<file path="config.mk">
export PLATFORM = sky130hd
export DESIGN_NAME = seq_store_ctrl
export DESIGN_NICKNAME = d
export VERILOG_FILES = /design/src/rtl/seq_store_ctrl.sv
export SDC_FILE = /design/constraint.sdc
export NUM_CORES = 1
export LEC_CHECK = 0
export ABC_CLOCK_PERIOD_IN_PS = 17850
export BUFFER_PORTS_ARGS = -buffer_cell sky130_fd_sc_hd__buf_2
export CELL_PAD_IN_SITES_DETAIL_PLACEMENT = 0
export CELL_PAD_IN_SITES_GLOBAL_PLACEMENT = 1
export CORE_ASPECT_RATIO = 0.8
export CORE_MARGIN = 10
export CORE_UTILIZATION = 25
export CTS_CLUSTER_DIAMETER = 50
export DETAILED_ROUTE_END_ITERATION = 6
export PLACE_DENSITY = 0.45
export SETUP_SLACK_MARGIN = 0.05
export SLEW_MARGIN = 10
export SYNTH_ARGS = -nofsm -noshare
export SYNTH_HDL_FRONTEND = slang
export SYNTH_SLANG_ARGS = --single-unit
</file>
<file path="constraint.sdc">
create_clock -name clk -period 17.85 [get_ports clk]
set_input_delay 3.57 -clock clk [delete_from_list [all_inputs] [get_ports clk]]
set_output_delay 3.57 -clock clk [all_outputs]
set_load 0.05 [all_outputs]
</file>
<file path="src/rtl/seq_store_ctrl.sv">
// Result store with sequential readout: the producer fills entries in order, and a
// strobe steps the display through them. Errors and overflow are latched until clr.
module seq_store_ctrl #(
  parameter int DEPTH = 10,
  parameter int WIDTH = 32
) (
  input  logic             clk,
  input  logic             reset_n,
  input  logic             clr,
  input  logic             wr_valid,
  input  logic             wr_err,
  input  logic [WIDTH-1:0] wr_data,
  input  logic             nxt,
  output logic [WIDTH-1:0] rd_data,
  output logic [3:0]       rd_idx,
  output logic [3:0]       count,
  output logic             full,
  output logic [1:0]       err_out,
  output logic [1:0]       state
);

  typedef enum logic [1:0] {
    ST_EMPTY = 2'b00,
    ST_LOAD  = 2'b01,
    ST_FULL  = 2'b10,
    ST_ERR   = 2'b11
  } state_t;

  localparam logic [3:0] DEPTH_C = 4'(DEPTH);

  state_t           st;
  logic [1:0]       rst_sync;
  logic             rst_int_n;
  logic             wr_accept;
  logic [WIDTH-1:0] mem [DEPTH];

  // Reset asserts immediately but releases only after two clean clock edges.
  always_ff @(posedge clk or negedge reset_n) begin
    if (!reset_n) rst_sync <= 2'b00;
    else          rst_sync <= {rst_sync[0], 1'b1};
  end

  assign rst_int_n = rst_sync[1];

  assign wr_accept = !clr && wr_valid && !wr_err && (st == ST_EMPTY || st == ST_LOAD);

  always_ff @(posedge clk or negedge rst_int_n) begin
    if (!rst_int_n) begin
      for (int i = 0; i < DEPTH; i++) mem[i] <= '0;
    end else if (wr_accept) begin
      mem[count] <= wr_data;
    end
  end

  always_ff @(posedge clk or negedge rst_int_n) begin
    if (!rst_int_n) begin
      st      <= ST_EMPTY;
      count   <= 4'd0;
      rd_idx  <= 4'd0;
      err_out <= 2'b00;
    end else if (clr) begin
      st      <= ST_EMPTY;
      count   <= 4'd0;
      rd_idx  <= 4'd0;
      err_out <= 2'b00;
    end else begin
      // The wrap point uses the entry count from before any write on this same edge.
      if (nxt && count != 4'd0)
        rd_idx <= (rd_idx == count - 4'd1) ? 4'd0 : rd_idx + 4'd1;
      if (wr_valid && st != ST_ERR) begin
        if (wr_err) begin
          err_out[0] <= 1'b1;
          st         <= ST_ERR;
        end else if (st == ST_FULL) begin
          err_out[1] <= 1'b1;
          st         <= ST_ERR;
        end else begin
          count <= count + 4'd1;
          st    <= (count + 4'd1 == DEPTH_C) ? ST_FULL : ST_LOAD;
        end
      end
    end
  end

  assign state   = st;
  assign full    = (count == DEPTH_C);
  assign rd_data = (count != 4'd0) ? mem[rd_idx] : '0;

endmodule

</file>
---- After elaboration in Yosys (flattened, before gate mapping) ----
Cells that the tools add are included.
operators by class
  $add $sub $neg .......................... 3
  multipliers ............................. 0
  div/mod/pow operators ................... 0
  $lt $le $gt $ge ......................... 3
  equality and inequality tests ........... 8
  shift-type cells ........................ 0
  muxes and demuxes ....................... 24
  bitwise gates (word level) .............. 2
  reduce and logical (&&, ||, !) cells .... 18
operators with widths
  kind                 count
  $bwmux 320           1
  $bmux 32 s4          1
  $demux 32 s4         1
  $mux 32              4
  $mux 4               7
  $mux 2               7
  $ge 5x5->1 const B   2
  $not 4->5            2
  $add 4x1->4 const B  2
  $eq 4x4->1 const B   2
  $reduce_bool 2->1    4
  $logic_and 1x1->1    6
  $ne 2x2->1 const B   3
  $reduce_and 3->1     2
  $lt 5x1->1 const B   1
  $eq 4x4->1           1
  $reduce_bool 4->1    1
  $sub 4x1->4 const B  1
  $mux 1               3
  $eq 2x1->1 const B   1
  $eq 2x2->1 const B   1
  $logic_not 1->1      2
  $logic_not 2->1      1
  $reduce_and 2->1     1
  $logic_or 1x1->1     1
word-level totals
  flip-flop bits (word level) ............. 334
  latch bits .............................. 0
  bits in writable memories ............... 0
  memory bits (read-only) ................. 0
  bits of input ports ..................... 38
  output and inout port bits .............. 45
  word-level logic and storage cells ...... 74
  memories kept ........................... 0

---- Logic depth before layout (Yosys ltp) ----
Gate-level depths: netlist of run 1.
  depth in word-level cells ............... 7
  mapped depth ............................ 8
  depth with buffers taken out ............ 6

---- Worst setup path after synthesis of run 1 ----
OpenSTA, ideal clock, no wires.
  kind .................................... reg2out
  start ................................... register count[0]
  end ..................................... output port rd_data[0]
  arrival ................................. 2.682 ns
  required time ........................... 14.280 ns
  setup slack ............................. 11.598 ns
  cell stages (with the launch flop) ...... 9
  buffers on the path ..................... 2
  cell sequence ........................... dfrtp_1 clkbuf_1 inv_1 ha_1 nor3b_1 nor4b_1 clkbuf_1 nand2_1 nand2_1
on the way
  cells in the longest elaborated chain, start to end .. 2
ends and longest elaborated chain
  element                 RTL line  RTL
  from (decl)             16        output logic [3:0] count,
  from (signal assigned)  78        count <= count + 4'd1;
  $reduce_bool 4->1       87        assign rd_data = (count != 4'd0) ? mem[rd_idx] : '0;
  $mux 32                 87
  to (decl)               14        output logic [WIDTH-1:0] rd_data,
No other way between the ends.

---- Worst setup path in the final report of run 1 ----
  start ................................... register rd_idx[0]
  end ..................................... output port rd_data[17]
on the way
  cells in the longest elaborated chain, start to end .. 5
ends and longest elaborated chain
  element                                      RTL line  RTL
  from (decl)                                  15        output logic [3:0] rd_idx,
  from (signal assigned)                       69        rd_idx <= (rd_idx == count - 4'd1) ? 4'd0 : rd_idx + 4'd1;
  $not 4->5 (not written as such)              87
  $bmux 32 s4                                  87
  $mux 32 (not written as such) (2 in series)  87
  $mux 32                                      87
No other way between the ends. The select of a mux whose other input is x is not followed.

==> metrics.md, run 1 <==
| Metric | Value |
|---|---|
| Outcome | `complete, no violations` |
| Critical-path cell list | `buf_4 > buf_4 > mux4_2 > a22oi_1 > nand2_1 > buf_2` |
| Syn-to-layout area delta | `17.0%` |
| Final WS setup | `10.22 ns` |
| Library cells used by synthesis | `41` |
| Hold Buf Count CTS | `0` |
| ANT nets after route | `0` |
| Final #Nets | `1,121` |
| Setup Skew | `0.0145 ns` |
| CP dominant cell by count | `buf_4` |
| H-tree depth | `2` |
| Setup bufs post-CTS | `0` |
| Die Ht | `241 microns` |
| Data arrival, critical path | `4.06 ns` |
| Multi-input logic area | `6500 sq um` |
| CP max stage cell | `buf_4` |
| Area of placed instances | `16,400 sq um` |
| Pleak | `8.58 nW` |
| CP max stage delay | `0.77 ns` |
| Share of layout cells above drive strength 1 | `54.1%` |
| Placer congestion estimate | `0.660` |
| Die area | `71,400 sq um` |
| MaxCap Viol Count | `0` |
| DR WL/cell | `22.2 microns` |
| Std cell rows | `80` |
| Worst Max-Slew Pin Slew | `1.03 ns` |
| Critical Path RT | `14.28 ns` |
| FFs w/ async S/R, synth | `100%` |
| Top FF cell, synth | `dfrtp_1` |
| Die W | `296 microns` |
| Routed vias/inst | `4.58` |
| Pin count of the biggest net entering global routing | `78` |
| Final hold viol count | `0` |
| Detail Placement HPWL | `22,300 microns` |
| Register Area | `8370 sq um` |
| Vias after detailed routing | `8,632` |
| Startpoint types | `flop` |
| CP endpoint kind | `primary output` |
| Power per Cell Area | `108 nW/um^2` |
| DRT Pass-1 Iters | `4` |
| Synth warn | `0` |
| CP max FO | `47` |
| Design area | `17,900 sq um` |
| Initial antenna violation count | `4` |
| Setup TNS Final | `0 ns` |
| Slew HR | `31.6%` |
| Post-Synthesis Cell Area | `15,300 sq um` |
| Synthesized area per cell | `14.9 sq um` |
| CTS Buffer Depth | `3` |
| CTS sink cnt | `334` |
| HP Class | `reg -> async` |
| Root Buffer | `clkbuf_16` |
| Initial core utilization | `25.4%` |
| Post_cts resized | `0` |
| Fmax | `131 MHz` |
| Cells after synthesis | `1,025` |
| Worst vdd ir | `0.0000620 V` |
| CTS tree | `built` |
| Vias in the first global route | `9,585` |
| Post-synth EDFFs | `0` |
| Clock transition at the registers of the reported paths | `0.06 ns` |
| First-pass GRT wire length | `65,000 microns` |
| Setup violators final | `0` |
| Worst-skew pair later-pin latency | `0.56 ns` |
| Worst slack, placed | `10.67 ns` |
| Unrepaired setup endpoints after global routing | `false` |
| Io pins | `83` |
| Min Tclk post-route | `7.63 ns` |
| #FFs+latches synth | `334` |
| Seq/Total Area, Yosys | `54.8%` |
| DRC | `0` |
| Total GRT Usage | `12.0%` |
| Total chip power | `1.94 mW` |
| Gr ovfl total | `0` |
| Max-slew violations | `0` |
| WHS | `0.346 ns` |
| Synthesized Nets | `1,070` |
| Port Buffer Count | `82` |
| Crit Path Category | `reg -> out` |
| Num CTS Buffers | `43` |
| 1st-iter DRT viols | `412` |
| Layout filler cell count | `6,074` |
| Post-Route WL | `41,800 microns` |
| Core box area | `60,100 sq um` |
| Final period util | `42.7%` |
worst max-delay path, delay by kind of cell (launching register included):
family                 cells  cell delay, ns
multiplexers               1            0.58
AO/OA/AOI/OAI              1            0.20
AND/OR/NAND/NOR            1            0.19
flip-flops                 1            0.69
buffers and inverters      3            1.75
placed cells by master (no fill, tap or decap), types with 6 or more instances in the layout:
cell / synthesis / final
clkinv_2: 0 / 6
mux4_2: 64 / 64
mux2_1: 6 / 6
dfrtp_1: 334 / 331
ha_1: 7 / 7
nor2_1: 13 / 13
a22oi_1: 32 / 32
mux2_2: 346 / 346
clkbuf_1: 20 / 6
buf_2: 34 / 82
buf_4: 0 / 18
clkbuf_16: 0 / 45
nand2_2: 3 / 6
nand2_1: 78 / 72
final timing paths:
kind / start / end / slack [ns] / cells past startpoint
worst max-delay path: rd_idx[0] / rd_data[17] / 10.22 / 6
worst min-delay path: rst_sync[1] / mem[285] / 0.35 / 0
worst max register to register: rst_sync[1] / mem[12] / 15.10 / 2
worst min register to register: rst_sync[1] / mem[285] / 0.35 / 0
max in group asynchronous: reset_n / rst_sync[1] / 14.95 / 1
min in group clk: rst_sync[0] / rst_sync[1] / 0.35 / 0
metal layers:
metal  global-route usage [%]  wire length, microns  up-vias
met4                     3.12                   743        2
met1                     16.9                 20600     4613
met2                     18.7                 19000      110
li1                         -                     -     3856
met5                        0                    17        -
met3                     2.40                  1500       51
flip-flops by register name (all words and copies together), names as in the netlist:
signal,cells
rst_sync,2
err_out,2
state,2
mem,320
rd_idx,4
count,4
Yosys cell counts, types with 2 or more instances:
cell	instances	area [sq um]
a21oi_1	4	20.0
a22oi_1	32	240
a31oi_1	2	12.5
buf_1	34	128
buf_2	34	170
buf_6	6	67.6
clkbuf_1	20	75.1
dfrtp_1	334	8360
ha_1	7	87.6
inv_1	3	11.3
mux2_1	6	67.6
mux2_2	346	3900
mux2i_1	2	20.0
mux4_2	64	1440
nand2_1	78	293
nand2_2	3	18.8
nand2b_1	2	12.5
nand4_1	2	12.5
nor2_1	13	48.8
nor3_1	3	15.0
nor3b_1	2	15.0
nor3b_2	2	25.0
nor4_1	2	12.5
o211ai_1	2	15.0
xnor2_1	3	26.3
xor2_1	4	35.0
per-stage QoR:
stage / cells / util (%)
floorplan: 1025 / -
global placement: 1810 / 27.3
detailed placement: 1810 / 27.3
CTS: 1884 / 29.7
global route: 1884 / 29.7
finish: 1885 / 29.7
cell type report:
type,count,area share [%]
clock buffers,56,6.82
flip-flops and latches,334,46.9
multi-input cells,594,36.4
diodes,1,0.0140
inverters,3,0.0631
well taps,779,5.46
clock inverters,18,1.33
repair buffers,100,3.05
where the power goes:
| group | switching [mW] | internal, mW |
|---|---|---|
| clock network | 0.341 | 0.552 |
| logic | 0.108 | 0.0936 |
| registers | 0.0304 | 0.811 |
kinds of logic (layout without fill, tap and decap cells):
| family | Yosys count | count (layout) | synth area share, % |
|---|---|---|---|
| flops | 334 | 334 | 54.8 |
| simple gates | 117 | 117 | 3.55 |
| compound gates | 43 | 43 | 2.05 |
| fa+ha+maj | 7 | 7 | 0.574 |
| mux | 418 | 418 | 35.5 |
| buf+inv | 97 | 177 | 2.96 |
| xor+xnor | 8 | 8 | 0.549 |
| other cells | 1 | 2 | 0.0246 |
No activity file was read; power rests on OpenSTA's default activity.
==> run 2: changes to the inputs <==
ABC_AREA = 1   (was not set)
ABC_CLOCK_PERIOD_IN_PS = 7700   (was 17850)
PLACE_DENSITY = 0.49   (was 0.45)
clock period = 7.7 ns   (was 17.85 ns; I/O delays follow)
==> metrics.md, run 2 <==
| Metric | Value |
|---|---|
| Critical Path RT | `6.16 ns (-8.12 ns)` |
| Setup violators final | `0 (unchanged)` |
| Die area | `73,000 sq um (+2.2%)` |
| Largest register FFs | `320 (unchanged)` |
| CTS Buffer Depth | `3 (unchanged)` |
| Synth warn | `0 (unchanged)` |
| CTS sink cnt | `334 (unchanged)` |
| Seq/Total Area, Yosys | `53.5% (-1.3 points)` |
| Most common cell in the netlist | `nand2_1` |
| Beginning of the worst register-to-register path | `rd_idx[0]` |
| Yosys top cell area share | `53.5% (-1.3 points)` |
| CTS tree | `built` |
| Total GRT Usage | `14.3% (+2.3 points)` |
| DR WL/cell | `18.7 microns (-16%)` |
| Final WS setup | `1.94 ns (-8.28 ns)` |
| Post-Route WL | `52,500 microns (+26%)` |
| Design area | `18,200 sq um (+2.1%)` |
| First-pass GRT wire length | `81,400 microns (+25%)` |
| Fin util | `29.6% (-0.098 points)` |
| Power per Cell Area | `262 nW/um^2 (+140%)` |
| Routed vias/inst | `4.53 (-1.0%)` |
| CP max FO | `71 (+51%)` |
| Setup TNS Final | `0 ns (unchanged)` |
| Initial antenna violation count | `3 (-1)` |
| Library cells used by synthesis | `33 (-20%)` |
| Syn-to-layout area delta | `16.6%` |
| Synth top area cells | `dfrtp_1, nand2_1, o21ai_0, nor2_1, nand3_1` |
| Post-synth EDFFs | `0 (unchanged)` |
| CP endpoint kind | `primary output` |
| Worst vdd ir | `0.000163 V (+160%)` |
| Root Buffer | `clkbuf_16` |
| Min Tclk post-route | `5.76 ns` |
| Max-slew violations | `0 (unchanged)` |
| Post-Synthesis Cell Area | `15,600 sq um (+2.4%)` |
| Crit Path Category | `reg -> out` |
| Io pins | `83 (unchanged)` |
| Post_cts resized | `0 (unchanged)` |
| Commonest non-fill, non-tap cells in the layout | `nand2_1, dfrtp_1, o21ai_0, nor2_1, nand3_1` |
| Most common cell after layout, fill and taps aside | `nand2_1` |
| Std cell rows | `81 (+1.3%)` |
| Yosys top cell by area | `dfrtp_1` |
| FFs w/ async S/R, synth | `100% (unchanged)` |
| Gr ovfl total | `0 (unchanged)` |
| Unrepaired setup endpoints after global routing | `false` |
| #FFs+latches synth | `334 (unchanged)` |
| Post-synth top cells | `nand2_1, dfrtp_1, o21ai_0, nor2_1, nand3_1` |
| Fmax | `174 MHz` |
| ANT nets after route | `0 (unchanged)` |
| WHS | `0.352 ns (+0.00621 ns)` |
| Synthesized area per cell | `8.17 sq um (-45%)` |
| Vias after detailed routing | `12,718 (+47%)` |
| Die W | `300 microns (+1.1%)` |
| Register Area | `8370 sq um (about the same)` |
| Cells after synthesis | `1,913 (+87%)` |
| Antenna diodes | `0 (-1)` |
| Port Buffer Count | `82 (unchanged)` |
| Share of layout cells above drive strength 1 | `12.3% (-42 points)` |
| Multi-input logic area | `6350 sq um (-2.3%)` |
| Vias in the first global route | `12,676 (+32%)` |
| Area of placed instances | `16,500 sq um (+0.88%)` |
| Startpoint types | `flop` |
| Worst Setup SP | `rd_idx[0]` |
| Outcome | `complete, no violations` |
| Worst Max-Slew Pin Slew | `1.07 ns (+0.0425 ns)` |
| DRT Pass-1 Iters | `5 (+1)` |
| MaxCap Viol Count | `0 (unchanged)` |
| Regs by FF count | `mem (320), count (4), rd_idx (4)` |
| HP Class | `reg -> reg` |
| Crit path to | `rd_data[24]` |
| H-tree depth | `2 (unchanged)` |
| Hold Buf Count CTS | `0 (unchanged)` |
| Initial core utilization | `25.4% (about the same)` |
| Detail Placement HPWL | `27,700 microns (+24%)` |
| Worst-skew pair later-pin latency | `0.59 ns (+0.03 ns)` |
| Top FF cell, synth | `dfrtp_1` |
| Worst r2r dst | `rd_idx[0]` |
| Placer congestion estimate | `0.701 (+6.2%)` |
| Core box area | `61,500 sq um (+2.4%)` |
| Layout filler cell count | `6,669 (+9.8%)` |
| Reg2reg path depth | `9 (+7)` |
| Die Ht | `244 microns (+1.1%)` |
| Reg with most FFs | `mem` |
| Final #Nets | `1,983 (+77%)` |
| R2R Setup Slk | `4.41 ns (-10.69 ns)` |
| Pin count of the biggest net entering global routing | `157 (+100%)` |
| Slew HR | `28.6% (-2.9 points)` |
| Pleak | `8.44 nW (-1.6%)` |
| 1st-iter DRT viols | `938 (+130%)` |
| Setup Skew | `0.0186 ns (+0.00405 ns)` |
| DRC | `0 (unchanged)` |
| Synthesized Nets | `1,958 (+83%)` |
| Clock transition at the registers of the reported paths | `0.06 ns (about the same)` |
| Worst slack, placed | `2.56 ns (-8.11 ns)` |
| Final period util | `74.8%` |
| Data arrival, critical path | `4.22 ns (+0.16 ns)` |
| Num CTS Buffers | `49 (+14%)` |
| Final hold viol count | `0 (unchanged)` |
| Setup bufs post-CTS | `0 (unchanged)` |
run 2: metrics by stage:
stage	power [mW]	cells
finish	4.78	2806
global route	5.04	2806
CTS	4.87	2806
detailed placement	2.50	2717
global placement	2.50	2717
floorplan	2.34	1913
run 2: area by class of cell:
cell class | count | share of cell area [%]
sequential | 334 | 45.9
multi-input combinational | 1399 | 34.9
clock buffer | 63 | 7.74
tap | 830 | 5.70
timing repair buffer | 102 | 3.21
clock inverter | 26 | 1.51
inverter | 52 | 1.08
run 2: where the power goes:
group          switching, mW  total, mW  leakage [nW]  internal [mW]
Sequential            0.0748       1.96          4.56           1.88
Combinational          0.357      0.508          3.05          0.151
Clock                  0.883       2.32         0.826           1.43
Total                   1.31       4.78          8.44           3.46
run 2: worst min-delay path by stage:
stage / from / endpoint / depth (start not counted)
2_1_floorplan: rst_sync[0] / rst_sync[1] / 0
3_3_place_gp: rst_sync[0] / rst_sync[1] / 0
3_5_place_dp: rst_sync[0] / rst_sync[1] / 0
4_1_cts: rst_sync[0] / rst_sync[1] / 0
5_1_grt: rst_sync[0] / rst_sync[1] / 0
6_report: rst_sync[0] / rst_sync[1] / 0
run 2: layer usage:
layer  up-vias  part of all wire, %  track usage [%]  routed length, microns
met5         -                    0                0                       0
met4         0                  1.7             3.32                     900
met3        61                  4.6             2.17                    2400
met2       243                   43             21.7                   22300
met1      6111                   51             21.0                   26900
li1       6303                    -                -                       -
run 2: worst max-delay path: stages, from the launching register on:
cell and delay [ns]:
dfrtp_4 1.06, buf_4 0.57, buf_4 0.70, nor2_1 0.11, nor2_1 0.11, o21ai_0 0.11, nand3_1 0.10, nand3_1 0.08
a21oi_1 0.32, buf_2 0.34
run 2: cell families (layout without fill, tap and decap cells):
kind of cell,count (synthesis),in the layout,synth area share [%]
XOR/XNOR,3,3,0.168
adder cells (fa/ha/maj),7,7,0.560
AO/OA/AOI/OAI,463,463,15.6
AND/OR/NAND/NOR,925,925,24.1
other,1,1,0.0240
buffers and inverters,180,243,6.11
flip-flops,334,334,53.5
==> run 3: changes to the inputs <==
ABC_CLOCK_PERIOD_IN_PS = 5300   (was 7700)
clock period = 5.3 ns   (was 7.7 ns; I/O delays follow)
==> metrics.md, run 3 (synthesized netlist as in run 2, its figures left out) <==
| Metric | Value |
|---|---|
| DRC | `0 (unchanged)` |
| Initial antenna violation count | `4 (+1)` |
| Final period util | `83.8%` |
| Post-Route WL | `54,000 microns (+2.9%)` |
| CP dominant cell by count | `nand2_1` |
| Min Tclk post-route | `4.44 ns` |
| Worst vdd ir | `0.000209 V (+28%)` |
| Share of layout cells above drive strength 1 | `12.3% (-0.031 points)` |
| HP Class | `in -> async` |
| WHS | `0.259 ns (-0.0932 ns)` |
| Fmax | `225 MHz` |
| DP Cell Count | `2,722 (+0.18%)` |
| Pleak | `8.47 nW (+0.32%)` |
| CP max stage delay | `0.59 ns (-0.47 ns)` |
| Layout filler cell count | `6,647 (-0.33%)` |
| Std cell rows | `81 (unchanged)` |
| DRT Pass-1 Iters | `5 (unchanged)` |
| Io pins | `83 (unchanged)` |
| Worst-skew pair later-pin latency | `0.57 ns (-0.02 ns)` |
| Total chip power | `7.03 mW (+47%)` |
| Max-slew violations | `0 (unchanged)` |
| CTS Buffer Depth | `3 (unchanged)` |
| Reg2reg path depth | `6 (-3)` |
| Total GRT Usage | `14.7% (+0.40 points)` |
| Syn-to-layout area delta | `17.1%` |
| Gr ovfl total | `0 (unchanged)` |
| Unrepaired setup endpoints after global routing | `false` |
| Setup violators final | `0 (unchanged)` |
| MaxCap Viol Count | `0 (unchanged)` |
| R2R Setup Slk | `2.49 ns (-1.92 ns)` |
| ANT nets after route | `0 (unchanged)` |
| Setup TNS Final | `0 ns (unchanged)` |
| Die Ht | `244 microns (unchanged)` |
| Most common cell after layout, fill and taps aside | `nand2_1` |
| DR WL/cell | `19.2 microns (+2.6%)` |
| Routed vias/inst | `4.55 (+0.28%)` |
| H-tree depth | `2 (unchanged)` |
| Hold Buf Count CTS | `0 (unchanged)` |
| CP max stage cell | `inv_4` |
| Largest register FFs | `320 (unchanged)` |
| Reg with most FFs | `mem` |
| Clock transition at the registers of the reported paths | `0.05 ns (about the same)` |
| Crit Path Category | `reg -> out` |
| Root Buffer | `clkbuf_16` |
| Data arrival, critical path | `3.38 ns (-0.84 ns)` |
| Initial core utilization | `25.4% (unchanged)` |
| Post_cts resized | `0 (unchanged)` |
| Critical-path cell list | `inv_4 > buf_12 > nand2_1 > nand2_1 > nand2_1 > a21oi_1 > buf_2` |
| Startpoint types | `flop` |
| CTS sink cnt | `334 (unchanged)` |
| Detail Placement HPWL | `29,300 microns (+5.5%)` |
| Final hold viol count | `0 (unchanged)` |
| Placer congestion estimate | `0.710 (+1.3%)` |
| CP endpoint kind | `primary output` |
| Setup bufs post-CTS | `0 (unchanged)` |
| CP max FO | `87 (+23%)` |
| Die W | `300 microns (unchanged)` |
| Core box area | `61,500 sq um (unchanged)` |
| Worst Max-Slew Pin Slew | `1.08 ns (+0.00939 ns)` |
| Power per Cell Area | `384 nW/um^2 (+46%)` |
| Die area | `73,000 sq um (unchanged)` |
| Outcome | `complete, no violations` |
| Commonest non-fill, non-tap cells in the layout | `nand2_1, dfrtp_1, o21ai_0, nor2_1, nand3_1` |
| Port Buffer Count | `82 (unchanged)` |
| 1st-iter DRT viols | `935 (-0.32%)` |
| CTS tree | `built` |
| Num CTS Buffers | `48 (-2.0%)` |
| Fin cells | `2,813 (+0.25%)` |
| Vias after detailed routing | `12,786 (+0.53%)` |
| Critical Path RT | `4.24 ns (-1.92 ns)` |
| Regs by FF count | `mem (320), count (4), rd_idx (4)` |
| First-pass GRT wire length | `83,800 microns (+2.9%)` |
| Setup Skew | `0.0166 ns (-0.00196 ns)` |
| Final #Nets | `1,987 (+0.20%)` |
| Slew HR | `28.1% (-0.52 points)` |
| Pin count of the biggest net entering global routing | `113 (-28%)` |
| Vias in the first global route | `12,921 (+1.9%)` |
run 3: metal layers:
| metal | wire [microns] | share of wire, % | vias to the layer above | GRT usage, % |
|---|---|---|---|---|
| li1 | - | - | 6295 | - |
| met1 | 27700 | 51 | 6166 | 21.7 |
| met2 | 22900 | 42 | 264 | 22.0 |
| met3 | 2510 | 4.7 | 61 | 2.37 |
| met4 | 881 | 1.6 | 0 | 3.42 |
| met5 | 0 | 0 | - | 0 |
run 3: area by class of cell:
| cell class | count | area, sq um | area share (%) |
|---|---|---|---|
| Sequential cell | 334 | 8370 | 45.7 |
| Multi-Input combinational cell | 1399 | 6350 | 34.7 |
| Clock buffer | 62 | 1330 | 7.24 |
| Tap cell | 830 | 1040 | 5.67 |
| Timing Repair Buffer | 107 | 648 | 3.54 |
| Clock inverter | 27 | 373 | 2.04 |
| Inverter | 52 | 198 | 1.08 |
| Antenna cell | 2 | 5.00 | 0.0273 |
run 3: where the power goes:
group          leakage [nW]  switching [mW]  internal, mW
Clock                 0.823            1.26          2.16
Sequential             4.56           0.108          2.73
Combinational          3.08           0.537         0.224
run 3: worst paths after layout:
path                        startpoint           to
max                          rd_idx[0]   rd_data[2]
min                            reset_n  rst_sync[1]
max reg2reg                   count[1]     mem[294]
min reg2reg                rst_sync[0]  rst_sync[1]
max in group asynchronous  rst_sync[1]    rd_idx[1]
min in group clk           rst_sync[0]  rst_sync[1]
run 3: stage by stage:
step                      area (sq um)  setup WS [ns]  utilization (%)
final                            18300          0.859             29.8
after floorplan                  15600           1.88                -
after detailed placement         16600           1.41             27.0
after global placement           16600           1.38             27.0
after CTS                        18300          0.784             29.8
after global routing             18300          0.677             29.8
run 3: worst max-delay path: cells and delay by family (launching register included):
family / cells / cell delay (ns)
buffers and inverters: 3 / 1.42
DFF: 1 / 0.58
AOI/OAI and AO/OA: 1 / 0.57
and+or+nand+nor: 3 / 0.21
